<file path="config.mk">
export PLATFORM = sky130hd
export DESIGN_NAME = oam_dma
export DESIGN_NICKNAME = d
export VERILOG_FILES = /design/src/rtl/oam_dma.sv
export SDC_FILE = /design/constraint.sdc
export NUM_CORES = 1
export LEC_CHECK = 0
export CORE_MARGIN = 1
export CORE_UTILIZATION = 36
export CTS_BUF_LIST = sky130_fd_sc_hd__clkbuf_16
export CTS_CLUSTER_DIAMETER = 40
export DETAILED_ROUTE_END_ITERATION = 16
export HOLD_SLACK_MARGIN = 0.03
export PLACE_DENSITY = 0.93
export SLEW_MARGIN = 20
export SYNTH_ARGS = -nofsm -noshare
export SYNTH_HDL_FRONTEND = slang
export SYNTH_SLANG_ARGS = --single-unit
</file>
<file path="constraint.sdc">
create_clock -name clk -period 2.6 [get_ports clk]
set_clock_uncertainty 0.1 [all_clocks]
set_input_delay 0.26 -clock clk [delete_from_list [all_inputs] [get_ports clk]]
set_output_delay 0.26 -clock clk [all_outputs]
set_load 0.02 [all_outputs]
</file>
<file path="src/rtl/oam_dma.sv">
`default_nettype none
// ============================================================================
// Module   : oam_dma
// Purpose  : Sprite-DMA sequencer and memory-port arbiter. A CPU write to
//            DMA_REG stalls the CPU, copies 256 bytes from page {page,8'h00}
//            into PPU OAM, then hands the memory ports back to the CPU.
// Revision : 1.0 - initial release
// ----------------------------------------------------------------------------
// Build option:
//   OAM_DMA_ALIGN_EN  when defined, a transfer triggered on an odd (parity==1)
//                     cycle inserts one extra ALIGN cycle (514 stall cycles
//                     instead of 513).
// Ports:
//   clk, reset                 system clock, synchronous active-high reset
//   cpu_raddr/cpu_wen/
//   cpu_waddr/cpu_wdata        CPU memory requests (mirrored while idle)
//   cpu_stall                  high while the transfer owns memory
//   mem_raddr/mem_rdata        shared memory read port (rdata registered,
//                              one cycle of latency)
//   mem_wen/mem_waddr/
//   mem_wdata                  shared memory write port
//   oam_wen/oam_addr/oam_wdata OAM byte write interface
// ============================================================================
module oam_dma #(
    parameter logic [15:0] DMA_REG = 16'h4014
) (
    input  logic        clk,
    input  logic        reset,
    input  logic [15:0] cpu_raddr,
    input  logic        cpu_wen,
    input  logic [15:0] cpu_waddr,
    input  logic [7:0]  cpu_wdata,
    output logic        cpu_stall,
    output logic [15:0] mem_raddr,
    input  logic [7:0]  mem_rdata,
    output logic        mem_wen,
    output logic [15:0] mem_waddr,
    output logic [7:0]  mem_wdata,
    output logic        oam_wen,
    output logic [7:0]  oam_addr,
    output logic [7:0]  oam_wdata
);

    typedef enum logic [2:0] {
        S_IDLE  = 3'd0,
        S_DUMMY = 3'd1,
`ifdef OAM_DMA_ALIGN_EN
        S_ALIGN = 3'd2,
`endif
        S_READ  = 3'd3,
        S_WRITE = 3'd4
    } state_t;

    state_t      state_q;
    logic [7:0]  page_q;
    logic [7:0]  idx_q;
`ifdef OAM_DMA_ALIGN_EN
    logic        parity_q;   // free-running cycle parity
    logic        align_q;    // parity captured on the trigger edge
`endif

    logic w_trigger;
    logic w_busy;

    assign w_trigger = cpu_wen && (cpu_waddr == DMA_REG);
    assign w_busy    = (state_q != S_IDLE);

    always_ff @(posedge clk) begin
        if (reset) begin
            state_q  <= S_IDLE;
            page_q   <= 8'h00;
            idx_q    <= 8'h00;
`ifdef OAM_DMA_ALIGN_EN
            parity_q <= 1'b0;
            align_q  <= 1'b0;
`endif
        end else begin
`ifdef OAM_DMA_ALIGN_EN
            parity_q <= ~parity_q;
`endif
            case (state_q)
                S_IDLE: begin
                    if (w_trigger) begin
                        page_q  <= cpu_wdata;
                        idx_q   <= 8'h00;
                        state_q <= S_DUMMY;
`ifdef OAM_DMA_ALIGN_EN
                        align_q <= parity_q;
`endif
                    end
                end
                S_DUMMY: begin
`ifdef OAM_DMA_ALIGN_EN
                    state_q <= align_q ? S_ALIGN : S_READ;
`else
                    state_q <= S_READ;
`endif
                end
`ifdef OAM_DMA_ALIGN_EN
                S_ALIGN: state_q <= S_READ;
`endif
                S_READ:  state_q <= S_WRITE;
                S_WRITE: begin
                    // idx wraps to zero on exit only; page is never incremented
                    idx_q <= idx_q + 8'd1;
                    if (idx_q == 8'hFF) begin
                        state_q <= S_IDLE;
                    end else begin
                        state_q <= S_READ;
                    end
                end
                default: state_q <= S_IDLE;
            endcase
        end
    end

    // Ports mirror the CPU while idle; during a transfer the read address is
    // the DMA pointer and CPU writes are suppressed.
    always_comb begin
        cpu_stall = w_busy;
        mem_raddr = w_busy ? {page_q, idx_q} : cpu_raddr;
        mem_wen   = w_busy ? 1'b0 : cpu_wen;
        mem_waddr = cpu_waddr;
        mem_wdata = cpu_wdata;
        oam_wen   = 1'b0;
        oam_addr  = 8'h00;
        oam_wdata = 8'h00;
        if (state_q == S_WRITE) begin
            oam_wen   = 1'b1;
            oam_addr  = idx_q;
            oam_wdata = mem_rdata;   // byte requested in the preceding READ
        end
    end

endmodule
`default_nettype wire

</file>
# Word level (Yosys, flattened, before mapping)
# Index checks and enable logic that the tools add are counted.
[totals] register_bits=19 input_bits=51 output_inout_bits=59 wordCells=26
[op_classes] addsub=1 n_eq_ne=6 mux=10 n_reduce_logical=6
[op_table] cell="2-to-1 mux 8 bit" count=3
[op_table] cell="== test 16 x 15 -> 1 bit, second input constant" count=1
[op_table] cell="2-to-1 mux 16 bit" count=1
[op_table] cell="case mux 8 bit (2 select lines)" count=1
[op_table] cell="case mux 3 bit (4 select lines)" count=1
[op_table] cell="adder 8 x 1 -> 8 bit, second input constant" count=1
[op_table] cell="== test 8 bit, second input constant" count=1
[op_table] cell="AND reduction 2 bit" count=2
[op_table] cell="== test 3 x 1 -> 1 bit, second input constant" count=1
[op_table] cell="== test 3 x 2 -> 1 bit, second input constant" count=1
[op_table] cell="== test 3 bit, second input constant" count=1
[op_table] cell="zero test 3 bit" count=1
[op_table] cell="2-to-1 mux 3 bit" count=1
[op_table] cell="nonzero test 3 bit" count=1
[op_table] cell="2-to-1 mux 1 bit" count=2
[op_table] cell="2-to-1 mux 2 bit" count=1
[op_table] cell="!= test 2 bit, second input constant" count=1
[op_table] cell="nonzero test 2 bit" count=1
[op_table] cell="logical AND 1 bit" count=1

# Longest topological paths before layout
# Gate-level depths: netlist of the first run.
[depth] depth_word=4 depth_mapped=7

# Least setup slack after synthesis of the first run
# No wires, ideal clock.
[synth_path] kind="flip-flop to output port" from="register state_q[2]" to="output port oam_addr[0]" arrival_time_ns=1.428 required_ns=2.240 setup_slack_ns=0.812 stages_incl_launch_ff=6 path_buffers=2 cell_sequence="dfxtp_1 -> or3b_1 -> buf_6 -> inv_6 -> buf_2 -> and2_1"
[synth_via] elab_chain_len=2
[synth_lines] element="start, declared" line_no="54" source="state_t state_q;"
[synth_lines] element="start signal, assigned" line_no="70" source="state_q <= S_IDLE;"
[synth_lines] element="start signal, assigned" line_no="86" source="state_q <= S_DUMMY;"
[synth_lines] element="start signal, assigned" line_no="96" source="state_q <= S_READ;"
[synth_lines] element="== test 3 bit" line_no="128" source="if (state_q == S_WRITE) begin"
[synth_lines] element="2-to-1 mux 8 bit" line_no="128"
[synth_lines] element="end, declared" line_no="40" source="output logic [7:0] oam_addr,"
# Every way passes these cells.

# Final worst setup path of the first run
[layout_path] from="register state_q[2]" to="output port oam_addr[2]"
# Same word-level chain as after synthesis.

==> results of run 1 <==
[through the flow]
stage / instances / instance area, sq um / utilization / hold slack, ns / power (mW)
floorplan: 166 / 1380 / - / 0.308 / 0.394
global placement: 293 / 2320 / 0.633 / 0.361 / 0.510
global route: 297 / 2400 / 0.656 / 0.411 / 0.855
detailed placement: 293 / 2320 / 0.633 / 0.370 / 0.513
finish: 297 / 2400 / 0.656 / 0.382 / 0.828
CTS: 297 / 2400 / 0.655 / 0.380 / 0.834
[worst paths after layout]
path / start / endpoint / cells past startpoint
setup / recovery: state_q[2] / oam_addr[2] / 4
hold / removal: page_q[1] / page_q[1] / 2
setup reg to reg: state_q[0] / idx_q[7] / 5
hold reg to reg: page_q[1] / page_q[1] / 2
[layout make-up]
type                       instances  share of cell area
sequential                        19               0.158
tap                               48              0.0250
timing repair buffer             112               0.464
inverter                           5             0.00990
clock buffer                       3              0.0313
multi-input combinational        109               0.308
clock inverter                     1             0.00313
[where the power goes]
group,switching (mW),total (mW),internal [mW]
registers,0.00000117,0.291,0.291
logic,0.0841,0.215,0.131
clock network,0.114,0.322,0.208
[sequential cells by signal (all words and copies together), names as in the netlist]
name and cells:
idx_q 8, page_q 8, state_q 3
[cells by family (layout without fill, tap and decap cells)]
kind of cell,count (synthesis),after routing,share of synthesized area
AND/OR/NAND/NOR,56,56,0.242
buffers and inverters,38,121,0.189
AO/OA/AOI/OAI,36,36,0.155
flip-flops,19,19,0.276
multiplexers,15,15,0.122
adder cells (fa/ha/maj),1,1,0.00906
XOR/XNOR,1,1,0.00635
[routing by layer]
layer  GRT usage  part of all wire  up-vias
met4      0.0682            0.0072        0
li1            -                 -      743
met1       0.226              0.41      700
met3      0.0554             0.066        2
met5           0                 0        -
met2       0.380              0.52       70
[worst min-delay path, stage by stage (launching register included)]
cell     delay [ns]
dfxtp_1        0.30
o21ai_0        0.07
a21oi_1        0.06
[placed cells by master, fill, tap and decap left out, types with 8 or more instances in the layout]
cell type	n
nand3_1	11
dfxtp_1	19
and2_1	15
nand2_1	8
clkdlybuf4s50_1	109
o21ai_0	10
mux2_2	15
a21oi_1	13
==> metrics.txt, run 1 <==
# TYPE chip_impl_metric gauge
chip_impl_info{name="status",value="finished, final reports clean"} 1
chip_impl_metric{name="placeableCoreArea",unit="sq um"} 3660
chip_impl_metric{name="slew-limit-headroom",unit=""} 0.673
chip_impl_metric{name="synth-seq-cells",unit=""} 19
chip_impl_metric{name="detail_route.iter0.violations",unit=""} 54
chip_impl_metric{name="post_cts_setup_buffer_count",unit=""} 0
chip_impl_metric{name="antenna_found_initial",unit=""} 0
chip_impl_metric{name="num_antenna_cells",unit=""} 0
chip_impl_metric{name="asr_flop_ratio_synth",unit=""} 0
chip_impl_metric{name="regArea",unit="sq um"} 380
chip_impl_info{name="startpoint_type",value="flip-flop"} 1
chip_impl_metric{name="clock_buffer_count_from_cts",unit=""} 3
chip_impl_metric{name="avgViaCountPerCell",unit=""} 5.10
chip_impl_metric{name="post-dp-hpwl",unit="mm"} 3.11
chip_impl_metric{name="max_incr_delay_on_cp",unit="ns"} 0.60
chip_impl_metric{name="chipWidth",unit="um"} 63.9
chip_impl_metric{name="fin_tns_setup",unit="ns"} 0
chip_impl_metric{name="firstDrtPassIters",unit=""} 4
chip_impl_metric{name="drc",unit=""} 0
chip_impl_metric{name="drive_gt1_frac",unit=""} 0.116
chip_impl_metric{name="portBuffers",unit=""} 109
chip_impl_metric{name="grt_first_pass_wirelength",unit="mm"} 6.67
chip_impl_metric{name="worst-endpoint-required",unit="ns"} 2.24
chip_impl_metric{name="preCtsSetupSlack",unit="ns"} 0.285
chip_impl_metric{name="number_of_global_route_vias_before_repair",unit=""} 1477
chip_impl_info{name="path_cells",value="or3b_4 -> inv_6 -> and2_1 -> clkdlybuf4s50_1"} 1
chip_impl_info{name="synth.top_cells.by_count",value="25 x buf_4, 19 x dfxtp_1, 15 x and2_1, 15 x mux2_2, 13 x a21oi_1"} 1
chip_impl_info{name="most_common_cell_in_the_netlist",value="buf_4"} 1
chip_impl_info{name="category_of_the_most_critical_setup_path",value="reg -> out"} 1
chip_impl_metric{name="worst-path-buf-inv",unit=""} 2
chip_impl_info{name="cts_tree",value="yes"} 1
chip_impl_metric{name="synthesis.instances",unit=""} 166
chip_impl_metric{name="synth.top_cell.area_share",unit=""} 0.276
chip_impl_metric{name="synth_enable_flop_cells",unit=""} 0
chip_impl_metric{name="detail-route-antenna-nets",unit=""} 0
chip_impl_metric{name="multiInputGateArea",unit="sq um"} 741
chip_impl_metric{name="grt.overflow.total",unit=""} 0
chip_impl_metric{name="grt_start_max_net_pins",unit=""} 25
chip_impl_metric{name="regToRegSetupSlack",unit="ns"} 0.90
chip_impl_info{name="worst_path_dominant_cell_family",value="buffers and inverters"} 1
chip_impl_metric{name="filler_cell_count",unit=""} 298
chip_impl_info{name="clock-root-buffer",value="clkbuf_16"} 1
chip_impl_metric{name="design.final.nets",unit=""} 302
chip_impl_metric{name="clk_pin_slew_worst_paths",unit="ns"} 0.06
chip_impl_info{name="worstHoldPathType",value="reg -> reg"} 1
chip_impl_info{name="grt_setup_unrepaired",value="no"} 1
chip_impl_metric{name="dieHeight",unit="um"} 63.9
chip_impl_metric{name="final_max_slew_viol_count",unit=""} 0
chip_impl_metric{name="critPathArrivalTime",unit="ns"} 2.10
chip_impl_metric{name="powerDensity",unit="nW/um^2"} 345
chip_impl_info{name="synth_ff_type",value="dfxtp_1"} 1
chip_impl_metric{name="gr-usage-all-layers",unit=""} 0.207
chip_impl_metric{name="leakagePower",unit="nW"} 0.847
chip_impl_metric{name="ys.warnings.count",unit=""} 0
chip_impl_metric{name="synthesis.area_per_instance",unit="sq um"} 8.31
chip_impl_metric{name="max_cap_viol_count",unit=""} 0
chip_impl_metric{name="wirelength",unit="mm"} 4.04
chip_impl_metric{name="setup_viol_count_final",unit=""} 0
chip_impl_metric{name="postCtsHoldBufs",unit=""} 0
chip_impl_metric{name="syn_nets",unit=""} 218
chip_impl_metric{name="worst-slew-pin-transition",unit="ns"} 0.489
chip_impl_metric{name="h-tree-depth",unit=""} 1
chip_impl_metric{name="post-route-min-period",unit="ns"} 2.46
chip_impl_metric{name="finalHoldViolCount",unit=""} 0
chip_impl_metric{name="numClockSinks",unit=""} 19
chip_impl_metric{name="worst_setup_margin",unit="ns"} 0.139
chip_impl_metric{name="synth.distinct_cells",unit=""} 38
chip_impl_info{name="synthTopCellsByArea",value="dfxtp_1 28%, buf_4 14%, mux2_2 12%, and2_1 6.8%, a21oi_1 4.7%"} 1
chip_impl_info{name="cp_slowest_cell",value="clkdlybuf4s50_1"} 1
chip_impl_metric{name="layout_worst_path_cycle_share",unit=""} 0.946
chip_impl_metric{name="io-pin-count",unit=""} 110
chip_impl_metric{name="fraction_of_the_yosys_area_taken_by_sequential_cells",unit=""} 0.276
chip_impl_metric{name="floorplan.rows",unit=""} 22
chip_impl_metric{name="quantity_of_gates_resized_following_cts",unit=""} 0
chip_impl_metric{name="fmax",unit="MHz"} 406
chip_impl_metric{name="finalWeightedCongestion",unit=""} 0.747
chip_impl_metric{name="wl_per_cell",unit="um"} 13.6
chip_impl_metric{name="post_synth_instance_area",unit="sq um"} 1380
chip_impl_metric{name="clock_tree.buffer_depth",unit=""} 2
chip_impl_metric{name="irDropWorstVdd",unit="mV"} 0.255
chip_impl_metric{name="worst_skew_pair_later_pin_latency",unit="ns"} 0.25
chip_impl_metric{name="synthToLayoutAreaGrowth",unit="%"} 74.0
chip_impl_metric{name="die-area",unit="sq um"} 4090
chip_impl_metric{name="initial_core_util",unit=""} 0.377
chip_impl_metric{name="worst-path-max-fanout",unit=""} 24
chip_impl_info{name="end_kind",value="output pin"} 1
chip_impl_metric{name="overall_via_count_from_detail_route",unit=""} 1515
chip_impl_info{name="yosysTopAreaCell",value="dfxtp_1"} 1
Note: power is estimated with default switching activity, not from simulation.
==> inputs of run 2 (changes only) <==
Settings changed: CORE_MARGIN 1 to 2.
==> metrics.txt, run 2 (synthesis results as in run 1) <==
# TYPE chip_impl_metric gauge
chip_impl_metric{name="portBuffers",unit=""} 109
chip_impl_metric{name="num_antenna_cells",unit=""} 0
chip_impl_metric{name="floorplan.rows",unit=""} 22
chip_impl_metric{name="critPathArrivalTime",unit="ns"} 2.11
chip_impl_metric{name="irDropWorstVdd",unit="mV"} 0.290
chip_impl_metric{name="worst-slew-pin-transition",unit="ns"} 0.436
chip_impl_metric{name="worst-path-max-fanout",unit=""} 24
chip_impl_metric{name="io-pin-count",unit=""} 110
chip_impl_metric{name="post-route-min-period",unit="ns"} 2.47
chip_impl_info{name="cp_slowest_cell",value="clkdlybuf4s50_1"} 1
chip_impl_metric{name="fraction_of_the_core_area_covered_by_cells_at_the_end_of_the_flow",unit=""} 0.659
chip_impl_metric{name="avgViaCountPerCell",unit=""} 5.16
chip_impl_metric{name="finalHoldViolCount",unit=""} 0
chip_impl_info{name="worst_path_dominant_cell_family",value="buffers and inverters"} 1
chip_impl_metric{name="design.final.nets",unit=""} 304
chip_impl_metric{name="powerDensity",unit="nW/um^2"} 344
chip_impl_info{name="path_cells",value="or3b_4 -> inv_6 -> and2_1 -> clkdlybuf4s50_1"} 1
chip_impl_metric{name="max_cap_viol_count",unit=""} 0
chip_impl_metric{name="wl_per_cell",unit="um"} 14.4
chip_impl_info{name="status",value="finished, final reports clean"} 1
chip_impl_metric{name="number_of_global_route_vias_before_repair",unit=""} 1452
chip_impl_metric{name="dieHeight",unit="um"} 65.9
chip_impl_metric{name="setup_viol_count_final",unit=""} 0
chip_impl_metric{name="clock_tree.buffer_depth",unit=""} 2
chip_impl_metric{name="initial_core_util",unit=""} 0.377
chip_impl_metric{name="postCtsHoldBufs",unit=""} 0
chip_impl_info{name="clock-root-buffer",value="clkbuf_16"} 1
chip_impl_metric{name="detail_route.iter0.violations",unit=""} 56
chip_impl_metric{name="grt.overflow.total",unit=""} 0
chip_impl_metric{name="final_max_slew_viol_count",unit=""} 0
chip_impl_metric{name="layout_worst_path_cycle_share",unit=""} 0.949
chip_impl_metric{name="regToRegSetupSlack",unit="ns"} 0.92
chip_impl_info{name="cts_tree",value="yes"} 1
chip_impl_info{name="worstHoldPathType",value="reg -> reg"} 1
chip_impl_info{name="final_cell_mix",value="109 x clkdlybuf4s50_1, 19 x dfxtp_1, 15 x and2_1, 15 x mux2_2, 13 x a21oi_1"} 1
chip_impl_metric{name="finalWeightedCongestion",unit=""} 0.859
chip_impl_info{name="grt_setup_unrepaired",value="no"} 1
chip_impl_info{name="end_kind",value="output pin"} 1
chip_impl_metric{name="overall_via_count_from_detail_route",unit=""} 1543
chip_impl_info{name="startpoint_type",value="flip-flop"} 1
chip_impl_metric{name="clock_buffer_count_from_cts",unit=""} 3
chip_impl_info{name="layout.cells.most_common",value="clkdlybuf4s50_1"} 1
chip_impl_metric{name="antenna_found_initial",unit=""} 0
chip_impl_metric{name="worst-endpoint-required",unit="ns"} 2.24
chip_impl_metric{name="chipWidth",unit="um"} 65.9
chip_impl_metric{name="worst_skew_pair_later_pin_latency",unit="ns"} 0.25
chip_impl_metric{name="die-area",unit="sq um"} 4340
chip_impl_metric{name="h-tree-depth",unit=""} 1
chip_impl_metric{name="power.total",unit="mW"} 0.829
chip_impl_metric{name="fin_tns_setup",unit="ns"} 0
chip_impl_metric{name="clk_pin_slew_worst_paths",unit="ns"} 0.06
chip_impl_metric{name="drive_gt1_frac",unit=""} 0.124
chip_impl_info{name="category_of_the_most_critical_setup_path",value="reg -> out"} 1
chip_impl_metric{name="wirelength",unit="mm"} 4.32
chip_impl_info{name="biggestRegsByFlops",value="idx_q (8), page_q (8), state_q (3)"} 1
chip_impl_metric{name="grt_first_pass_wirelength",unit="mm"} 6.71
chip_impl_metric{name="fmax",unit="MHz"} 405
chip_impl_metric{name="detail-route-antenna-nets",unit=""} 0
chip_impl_metric{name="firstDrtPassIters",unit=""} 4
chip_impl_metric{name="grt_start_max_net_pins",unit=""} 25
chip_impl_metric{name="placeableCoreArea",unit="sq um"} 3660
chip_impl_metric{name="numClockSinks",unit=""} 19
chip_impl_metric{name="worst-path-buf-inv",unit=""} 2
chip_impl_metric{name="max_incr_delay_on_cp",unit="ns"} 0.60
chip_impl_metric{name="leakagePower",unit="nW"} 0.859
chip_impl_metric{name="drc",unit=""} 0
chip_impl_metric{name="synthToLayoutAreaGrowth",unit="%"} 74.9
chip_impl_metric{name="slew-limit-headroom",unit=""} 0.706
chip_impl_metric{name="post-dp-hpwl",unit="mm"} 3.42
chip_impl_metric{name="gr-usage-all-layers",unit=""} 0.199
-- run 2: cell count changes in the layout (fill, tap and decap cells not counted), sizes merged --
| cell | previous run | this run |
|---|---|---|
| buf | 3 | 5 |
| clkinv | 0 | 1 |
| clkinvlp | 1 | 0 |
-- run 2: what timing repair did --
item | in CTS | in global routing
buffers inserted | 0 | 1
endpoints found under the setup margin | 0 | 15
resized for setup | 0 | 1
-- run 2: metal layers --
layer	vias to the layer above	GRT usage	part of all wire
met2	89	0.342	0.52
met1	703	0.232	0.37
met3	12	0.0579	0.087
li1	739	-	-
met5	-	0	0
met4	0	0.0781	0.025
-- run 2: through the flow --
stage | hold WS [ns] | instance area, sq um | cells | worst slack (ns)
after detailed placement | 0.367 | 2320 | 294 | 0.312
after global placement | 0.364 | 2320 | 294 | 0.350
after global routing | 0.395 | 2410 | 299 | 0.0640
after CTS | 0.374 | 2400 | 298 | 0.0229
after floorplan | 0.308 | 1380 | 166 | 0.812
final | 0.375 | 2410 | 299 | 0.132
-- run 2: final cells by class --
cell class	instances	area, sq um
clock buffers	3	75.1
fillers	298	1250
flip-flops and latches	19	380
clock inverters	1	5.00
inverters	5	23.8
well taps	48	60.1
repair buffers	114	1130
multi-input cells	109	741
-- run 2: path summary, 6_finish.rpt --
kind,startpoint,to,cells after the start
worst max-delay path,state_q[2],oam_wdata[0],4
worst min-delay path,page_q[6],page_q[6],2
worst max register to register,state_q[2],idx_q[7],5
worst min register to register,page_q[6],page_q[6],2
-- run 2: where the power goes --
group          total [mW]  internal, mW  leakage (nW)  switching [mW]
registers           0.291         0.291         0.153      0.00000116
logic               0.217         0.132         0.665          0.0853
clock network       0.321         0.206        0.0409           0.115
-- run 2: tightest hold or removal path: cells and delay by family (launching register included) --
kind | cells | cell delay [ns]
compound gates | 2 | 0.12
flops | 1 | 0.30
